### config.mk
export PLATFORM = sky130hd
export DESIGN_NAME = axi_lite_master_if
export DESIGN_NICKNAME = d
export VERILOG_FILES = /design/src/rtl/axi_lite_master_if.sv
export SDC_FILE = /design/constraint.sdc
export NUM_CORES = 1
export LEC_CHECK = 0
export ABC_CLOCK_PERIOD_IN_PS = 3300
export BUFFER_PORTS_ARGS = -buffer_cell sky130_fd_sc_hd__buf_4
export CAP_MARGIN = 0
export CELL_PAD_IN_SITES_DETAIL_PLACEMENT = 1
export CELL_PAD_IN_SITES_GLOBAL_PLACEMENT = 1
export CORE_AREA = 2 2 191 193
export DETAILED_ROUTE_END_ITERATION = 16
export DIE_AREA = 0 0 193 195
export PLACE_DENSITY = 0.68
export SETUP_SLACK_MARGIN = 0.4
export SLEW_MARGIN = 30
export SYNTH_ARGS = -nofsm -noshare
export SYNTH_HDL_FRONTEND = slang
export SYNTH_SLANG_ARGS = --single-unit
### constraint.sdc
create_clock -name ACLK -period 3.3 [get_ports ACLK]
set_clock_uncertainty 0.05 [all_clocks]
set_input_delay 0.66 -clock ACLK [delete_from_list [all_inputs] [get_ports ACLK]]
set_output_delay 0.66 -clock ACLK [all_outputs]
set_load 0.03 [all_outputs]
### src/rtl/axi_lite_master_if.sv
// Single-outstanding AXI4-Lite master: turns one core request into an AW/W/B or AR/R
// transaction and returns a one-cycle completion pulse, with a response-wait timeout.
module axi_lite_master_if #(
  parameter int unsigned ADDR_W  = 64,
  parameter int unsigned DATA_W  = 64,
  parameter int unsigned TIMEOUT = 255
) (
  input  logic              ACLK,
  input  logic              ARESETn,
  // core request / response
  input  logic              ReqValid,
  output logic              ReqReady,
  input  logic              ReqWrite,
  input  logic [ADDR_W-1:0] ReqAddr,
  input  logic [DATA_W-1:0] ReqWData,
  input  logic [3:0]        ReqStrb,
  output logic              RspValid,
  output logic [DATA_W-1:0] RspRData,
  output logic [2:0]        RspResp,
  output logic              RspTimeout,
  // AXI-Lite master channels
  output logic              AWVALID,
  output logic [ADDR_W-1:0] AWADDR,
  output logic [2:0]        AWPROT,
  input  logic              AWREADY,
  output logic              WVALID,
  output logic [DATA_W-1:0] WDATA,
  output logic [3:0]        WSTRB,
  input  logic              WREADY,
  input  logic              BVALID,
  input  logic [2:0]        BRESP,
  output logic              BREADY,
  output logic              ARVALID,
  output logic [ADDR_W-1:0] ARADDR,
  output logic [2:0]        ARPROT,
  input  logic              ARREADY,
  input  logic              RVALID,
  input  logic [DATA_W-1:0] RDATA,
  input  logic [2:0]        RRESP,
  output logic              RREADY
);

  typedef enum logic [2:0] {StIdle, StWrReq, StWrResp, StRdReq, StRdData, StDone} state_e;

  localparam logic [7:0] TimeoutCnt = 8'(TIMEOUT);

  state_e              state_q, state_d;
  logic [ADDR_W-1:0]   addr_q, addr_d;
  logic [DATA_W-1:0]   wdata_q, wdata_d;
  logic [3:0]          strb_q, strb_d;
  logic                aw_done_q, aw_done_d;
  logic                w_done_q, w_done_d;
  logic [7:0]          wait_q, wait_d;
  logic [DATA_W-1:0]   rdata_q, rdata_d;
  logic [2:0]          resp_q, resp_d;
  logic                tmo_q, tmo_d;

  always_ff @(posedge ACLK) begin
    if (!ARESETn) begin
      state_q <= StIdle;
    end else begin
      state_q <= state_d;
    end
  end

  always_ff @(posedge ACLK) begin
    if (!ARESETn) begin
      addr_q    <= '0;
      wdata_q   <= '0;
      strb_q    <= '0;
      aw_done_q <= 1'b0;
      w_done_q  <= 1'b0;
      wait_q    <= '0;
      rdata_q   <= '0;
      resp_q    <= '0;
      tmo_q     <= 1'b0;
    end else begin
      addr_q    <= addr_d;
      wdata_q   <= wdata_d;
      strb_q    <= strb_d;
      aw_done_q <= aw_done_d;
      w_done_q  <= w_done_d;
      wait_q    <= wait_d;
      rdata_q   <= rdata_d;
      resp_q    <= resp_d;
      tmo_q     <= tmo_d;
    end
  end

  always_comb begin
    state_d   = state_q;
    addr_d    = addr_q;
    wdata_d   = wdata_q;
    strb_d    = strb_q;
    aw_done_d = aw_done_q;
    w_done_d  = w_done_q;
    wait_d    = wait_q;
    rdata_d   = rdata_q;
    resp_d    = resp_q;
    tmo_d     = tmo_q;
    case (state_q)
      StIdle: begin
        if (ReqValid) begin
          addr_d    = ReqAddr;
          wdata_d   = ReqWData;
          strb_d    = ReqStrb;
          aw_done_d = 1'b0;
          w_done_d  = 1'b0;
          tmo_d     = 1'b0;
          state_d   = ReqWrite ? StWrReq : StRdReq;
        end
      end
      StWrReq: begin
        if (AWVALID && AWREADY) aw_done_d = 1'b1;
        if (WVALID && WREADY)   w_done_d  = 1'b1;
        if ((aw_done_q || AWREADY) && (w_done_q || WREADY)) begin
          wait_d  = '0;
          state_d = StWrResp;
        end
      end
      StWrResp: begin
        // A response landing on the timeout cycle still counts as a normal completion.
        if (BVALID) begin
          resp_d  = BRESP;
          rdata_d = '0;
          state_d = StDone;
        end else if ((wait_q + 8'd1) == TimeoutCnt) begin
          tmo_d   = 1'b1;
          resp_d  = 3'b111;
          rdata_d = '0;
          state_d = StDone;
        end else begin
          wait_d = wait_q + 8'd1;
        end
      end
      StRdReq: begin
        if (ARREADY) begin
          wait_d  = '0;
          state_d = StRdData;
        end
      end
      StRdData: begin
        if (RVALID) begin
          resp_d  = RRESP;
          rdata_d = RDATA;
          state_d = StDone;
        end else if ((wait_q + 8'd1) == TimeoutCnt) begin
          tmo_d   = 1'b1;
          resp_d  = 3'b111;
          rdata_d = '0;
          state_d = StDone;
        end else begin
          wait_d = wait_q + 8'd1;
        end
      end
      StDone:  state_d = StIdle;
      default: state_d = StIdle;
    endcase
  end

  always_comb begin
    ReqReady   = (state_q == StIdle);
    AWVALID    = (state_q == StWrReq) && !aw_done_q;
    WVALID     = (state_q == StWrReq) && !w_done_q;
    BREADY     = (state_q == StWrResp);
    ARVALID    = (state_q == StRdReq);
    RREADY     = (state_q == StRdData);
    AWADDR     = AWVALID ? addr_q : '0;
    WDATA      = WVALID ? wdata_q : '0;
    WSTRB      = WVALID ? strb_q : '0;
    ARADDR     = ARVALID ? addr_q : '0;
    AWPROT     = 3'b000;
    ARPROT     = 3'b000;
    RspValid   = (state_q == StDone);
    RspRData   = RspValid ? rdata_q : '0;
    RspResp    = RspValid ? resp_q : '0;
    RspTimeout = RspValid && tmo_q;
  end

endmodule
==> results.toml, run 1 <==
[clock_network]
clock_sinks = 213
htreeDepth = 1
clk_latency_ns = 0.53
clk_pin_slew_ns = 0.06
cts_tree = "done"
cts_root_buf = "clkbuf_16"
cts_buffers = 27
cts_buffer_depth = 3

[critical_path]
arrival_ns = 2.09
slowest_stage = "buf_4"
cp-startpoint = "state_q[0]"
slowest_delay_ns = 0.51
ff2ff_path_depth = 8
r2r_slack_ns = 0.80
reg2reg_from = "wait_q[0]"
crit_top_cell = "buf_4"
crit_chain = "buf_4 -> and3_1 -> buf_4"
end_kind = "output pin"
r2r-end = "state_q[1]"
critPathMaxFanout = 66
crit_path_start_kind = "flop"
worstSetupPathType = "reg -> out"
required_ns = 2.59

[worst_hold_path]
hold_end = "rdata_q[50]"
min_path_cells = 2
min_from = "RDATA[50]"
min-delay-path-class = "in -> reg"

[power]
swShare_pct = 36.9
p_leak_nw = 6.77
vdd_drop_max_v = 0.000436
p_comb_share_pct = 32.3
p_seq_share_pct = 34.0
p_int_mw = 6.04
clockPowerShare_pct = 33.7
power_density_mw_per_mm2 = 663
switching_power_mw = 3.54

[finish]
n_fill_cell = 4284
ff_latch_area_mm2 = 0.00427
final_common_cell = "buf_4"
multiInputGateArea_mm2 = 0.00474
nets = 1819
layout_common_cells = "buf_4 (487), nand2_1 (281), dfxtp_1 (210)"
synthToLayoutAreaGrowth_pct = 53.3
drive_gt1_share_pct = 34.9

[yosys]
yosys.area.top_type = "dfxtp_1"
synth_edf_count = 0
async_flop_share_pct = 0
synth_ff_type = "dfxtp_1"
synth_seq_cells = 213
synth_top_area_share_pct = 45.3
yosysUniqueCellTypes = 51
syn_area_mm2 = 0.00941
yosys_warnings = 0
ys_top_cells_by_area = "dfxtp_1 (45%), and2_1 (13%), nand2_1 (11%)"
ys_seq_area_share_pct = 45.3
synth_cells = 1183
syn_avg_cell_area_um2 = 7.96

[floorplan]
num_rows = 69
core_area_mm2 = 0.0354
io_pins = 488
start_util_pct = 26.6
die-width_um = 193
die-area_mm2 = 0.0376
die_h_um = 195

[timing]
finalSetupTns_ns = 0
rsz0062_at_grt = "yes"
slew_viol_final = 0
worst_slew_pin_slew_ns = 0.733
timing.final.crit_period_ns = 2.80
setup_viol = 0
min_period_over_period_pct = 85.0
slew_headroom_pct = 51.1
fmax_ghz = 0.357
fin_ws_ns = 0.496
hold_viol = 0

[grt]
grtUsageTotal_pct = 19.2
grt_max_degree = 141
grt_pass1_wl_mm = 57.5
antenna_found_initial = 0
grt-ovfl-total = 0
grt_pass1_vias = 10000

[drt]
drc = 0
routed_wl_mm = 38.2
first_pass_iters = 4
wl_per_cell_um = 18.3
drt_iter0_markers = 301
vias_per_cell = 4.68
detail-route-antenna-nets = 0
vias = 9770

[placed_design]
dp_hpwl_mm = 27.2
place.gp.congestion = 0.837
place_ws_ns = 0.631
io_buffer_count = 481

[outcome]
status = "completed"

[flow_run]
cap_violations = 0
==> cells in the mapped netlist (2+ instances only) <==
master     instances
a21o_1             4
o21ai_0           13
or2_2              2
o22ai_1            3
a31oi_1            6
clkbuf_1          80
ha_1               2
a211oi_1           2
a22o_1            65
dfxtp_1          213
o211ai_1           2
and3_1            66
inv_1              5
nand2_1          282
nor4_1             2
buf_2             20
buf_4              6
nor2b_1            5
nor2_1            17
a2bb2oi_1          2
nand2b_1           3
nor3_1             7
and4_4             2
nor4b_1            2
a21oi_1          145
and2_1           201
nand3_1            2
==> critical path: cells and delay by family, from the launching register on <==
kind,cells,cell delay [ns]
and+or+nand+nor,1,0.33
buffers and inverters,2,0.69
DFF,1,0.46
==> stage by stage <==
stage               hold slack (ns)  cell area, um2  std cells  util, %  power [mW]
floorplan                     0.382            9430       1188        -        5.13
global placement              0.387           13400       2036     37.9        6.34
detailed placement            0.394           13400       2036     37.9        6.41
CTS                           0.249           14400       2085     40.7        9.72
global route                  0.264           14400       2087     40.8        10.1
finish                        0.289           14400       2088     40.8        9.58
==> metal layers <==
layer | global-route usage (%) | routed length [um]
met1 | 23.2 | 15500
met2 | 34.3 | 19200
met3 | 4.17 | 2550
met4 | 5.02 | 945
met5 | 0 | 0
==> layout make-up <==
class | instances | share of cell area [%]
multi-input combinational | 862 | 32.9
sequential | 213 | 29.6
timing repair buffer | 496 | 26.5
clock buffer | 40 | 5.78
tap | 461 | 4.00
clock inverter | 9 | 1.07
inverter | 6 | 0.191
antenna | 1 | 0.0173
==> cells by family after synthesis <==
family	share of synthesized area (%)
AOI/OAI and AO/OA	17.2
and+or+nand+nor	32.0
buffers and inverters	5.09
other	0.0398
adders and majority gates	0.266
xor gates and xnor gates	0.0931
DFF	45.3
==> flip-flops by register name, summed over array words and instances (netlist names) <==
signal	count
state_q	3
rdata_q	64
aw_done_q	1
addr_q	64
resp_q	3
w_done_q	1
wait_q	8
tmo_q	1
strb_q	4
wdata_q	64
==> what timing repair did <==
action                     in CTS  in global routing
buffers inserted                0                  2
hold buffers                    0                  0
setup endpoints to repair     203                143
resized for setup               6                  5
==> how the worst max path moves through the flow <==
stage | slack (ns) | cells after the start | end
after CTS | 0.40 | 3 | ARADDR[34]
after floorplan | 0.87 | 5 | RspRData[56]
final | 0.50 | 3 | ARADDR[34]
after detailed placement | 0.63 | 6 | AWADDR[17]
after global routing | 0.39 | 6 | WDATA[58]
after global placement | 0.69 | 6 | AWADDR[17]
==> power by group through the flow <==
stage | clock network, mW | registers, mW | logic [mW]
global placement | 0 | 3.29 | 3.05
floorplan | 0 | 3.12 | 2.02
global route | 3.43 | 3.30 | 3.41
CTS | 3.34 | 3.25 | 3.13
detailed placement | 0 | 3.30 | 3.11
finish | 3.23 | 3.25 | 3.10
No activity file was read; power rests on OpenSTA's default activity.
==> inputs of run 2 (changes only) <==
Settings changed: ABC_AREA set to 1, ABC_CLOCK_PERIOD_IN_PS 3300 to 2700, CORE_AREA 2 2 191 193 to 2 2 192 194, DIE_AREA 0 0 193 195 to 0 0 194 196, PLACE_DENSITY 0.68 to 0.7.
Clock period 3.3 ns to 2.7 ns, I/O delays scaled along.
==> results.toml, run 2 <==
[outcome]
status = "completed"

[critical_path]
r2r-end = "rdata_q[50]"
critPathMaxFanout = 16
r2r_slack_ns = 0.55
crit_path_start_kind = "flop"
crit_chain = "buf_6 -> nor2_4 -> buf_12 -> nand2_8 -> buf_16 -> nor2_1 -> buf_4"
slowest_stage = "dfxtp_4"
arrival_ns = 1.90
worstSetupPathType = "reg -> out"
end_kind = "output pin"
reg2reg_from = "state_q[2]"
ff2ff_path_depth = 13
required_ns = 2.11
slowest_delay_ns = 0.35

[placed_design]
place.gp.congestion = 0.799
dp_hpwl_mm = 28.3
io_buffer_count = 481

[yosys]
synth_top_area_share_pct = 45.1
yosys.area.top_type = "dfxtp_1"
async_flop_share_pct = 0
yosysUniqueCellTypes = 31
synth_top_family_by_area = "simple AND/OR/NAND/NOR gates"
yosys_warnings = 0
syn_avg_cell_area_um2 = 6.70
synth-compound-area-share_pct = 18.7
synthMuxAreaShare_pct = 0
synth_cells = 1411
syn_area_mm2 = 0.00945
synth_edf_count = 0
synthXorXnorAreaFrac_pct = 0
synth_ff_type = "dfxtp_1"
synthAdderAreaFrac_pct = 0.265
synth_seq_cells = 213
ys_seq_area_share_pct = 45.1
ys_top_cells_by_area = "dfxtp_1 (45%), nor2_1 (12%), a21oi_1 (11%)"
synth_simple_gate_area_share_pct = 21.7
synth_most_common_cell = "nor2_1"
synth_common_cells = "nor2_1 (302), inv_1 (223), dfxtp_1 (213)"

[floorplan]
die-width_um = 194
start_util_pct = 26.2
io_pins = 488
die-area_mm2 = 0.0380
die_h_um = 196
core_area_mm2 = 0.0361
num_rows = 70

[clock_network]
cts_buffer_depth = 3
cts_tree = "done"
clk_latency_ns = 0.53
cts_buffers = 25
cts_root_buf = "clkbuf_16"
clk_pin_slew_ns = 0.06
clock_sinks = 213
htreeDepth = 1

[timing]
slew_headroom_pct = 50.5
slew_viol_final = 0
fmax_ghz = 0.401
worst_slew_pin_slew_ns = 0.743
hold_viol = 0
min_period_over_period_pct = 92.3
setup_viol = 0
timing.final.crit_period_ns = 2.49
finalSetupTns_ns = 0
rsz0062_at_grt = "yes"

[power]
vdd_drop_max_v = 0.000489
p_leak_nw = 6.83
power_density_mw_per_mm2 = 845

[grt]
grtUsageTotal_pct = 20.1
grt_pass1_wl_mm = 61.0
grt_max_degree = 77
busiest_layer = "met2"
grt-ovfl-total = 0
antenna_found_initial = 3
met2_usage_pct = 36.0
grt.met3_usage_pct = 4.21
grt_pass1_vias = 11000
gr-usage-met1_pct = 23.3

[drt]
vias = 10900
routed_wl_mm = 43.1
first_pass_iters = 6
wl_per_cell_um = 18.1
detail-route-antenna-nets = 0
drc = 0
vias_per_cell = 4.56
drt_iter0_markers = 338

[finish]
drive_gt1_share_pct = 41.0
nets = 2109
layout_common_cells = "buf_4 (374), inv_1 (219), dfxtp_1 (209)"
n_fill_cell = 4373
top_regs = "addr_q (64), rdata_q (64), wdata_q (64)"
final_common_cell = "buf_4"
synthToLayoutAreaGrowth_pct = 75.6
utilization_pct = 46.0

[worst_hold_path]
min-delay-path-class = "in -> reg"
min_from = "RDATA[32]"
hold_end = "rdata_q[32]"
min_path_cells = 3

[flow_run]
cap_violations = 0
==> run 2: cells by family after synthesis <==
| kind of cell | Yosys count |
|---|---|
| simple gates | 513 |
| compound gates | 349 |
| buf+inv | 333 |
| flops | 213 |
| fa+ha+maj | 2 |
| other cells | 1 |
==> run 2: layout make-up <==
type                    instances  area, um2  share of cell area [%]
repair inverters                3       28.8                   0.173
clock buffers                  39        758                    4.57
well taps                     468        586                    3.53
inverters                     235        945                    5.69
repair buffers                546       5100                    30.7
multi-input cells             872       4810                    29.0
flip-flops and latches        213       4280                    25.8
diodes                          4       10.0                  0.0603
clock inverters                 6       86.3                   0.520
==> run 2: timing repair <==
action | in CTS | in global routing
endpoints found under the setup margin | 265 | 433
setup buffers | 17 | 7
gates resized for setup | 122 | 297
hold buffers | 0 | 0
pin swaps | 7 | 8
cloned | 9 | 12
==> run 2: stage by stage <==
stage	setup WS (ns)	power (mW)	instances	hold WS (ns)	instance area [um2]
after CTS	0.222	13.0	2363	0.188	15200
after floorplan	0.344	7.07	1416	0.380	9540
after global routing	0.153	14.8	2385	0.198	16600
final	0.207	14.0	2386	0.214	16600
after global placement	0.441	8.69	2292	0.389	13600
after detailed placement	0.392	8.84	2292	0.396	13600
==> run 2: worst max-delay path, delay by kind of cell, from the launching register on <==
family | cells | cell delay, ns
DFF | 1 | 0.35
buffers and inverters | 4 | 0.64
and+or+nand+nor | 3 | 0.35
==> run 2: per-layer routing <==
metal | vias to the layer above | routed length (um)
li1 | 5315 | -
met1 | 5113 | 17300
met2 | 365 | 21800
met3 | 80 | 2540
met4 | 0 | 1500
met5 | - | 0
==> run 2: where the power goes <==
group	total [mW]	switching [mW]	internal [mW]
Combinational	6.39	4.08	2.32
Sequential	4.12	0.274	3.85
Clock	3.52	1.41	2.11
Total	14.0	5.76	8.27
==> run 2: how the worst max path moves through the flow <==
| stage | from | endpoint |
|---|---|---|
| 2_1_floorplan | state_q[1] | WDATA[46] |
| 3_3_place_gp | state_q[1] | WSTRB[0] |
| 3_5_place_dp | state_q[1] | RspRData[26] |
| 4_1_cts | state_q[0] | RspResp[2] |
| 5_1_grt | state_q[2] | ARADDR[61] |
| 6_report | state_q[2] | ARADDR[55] |
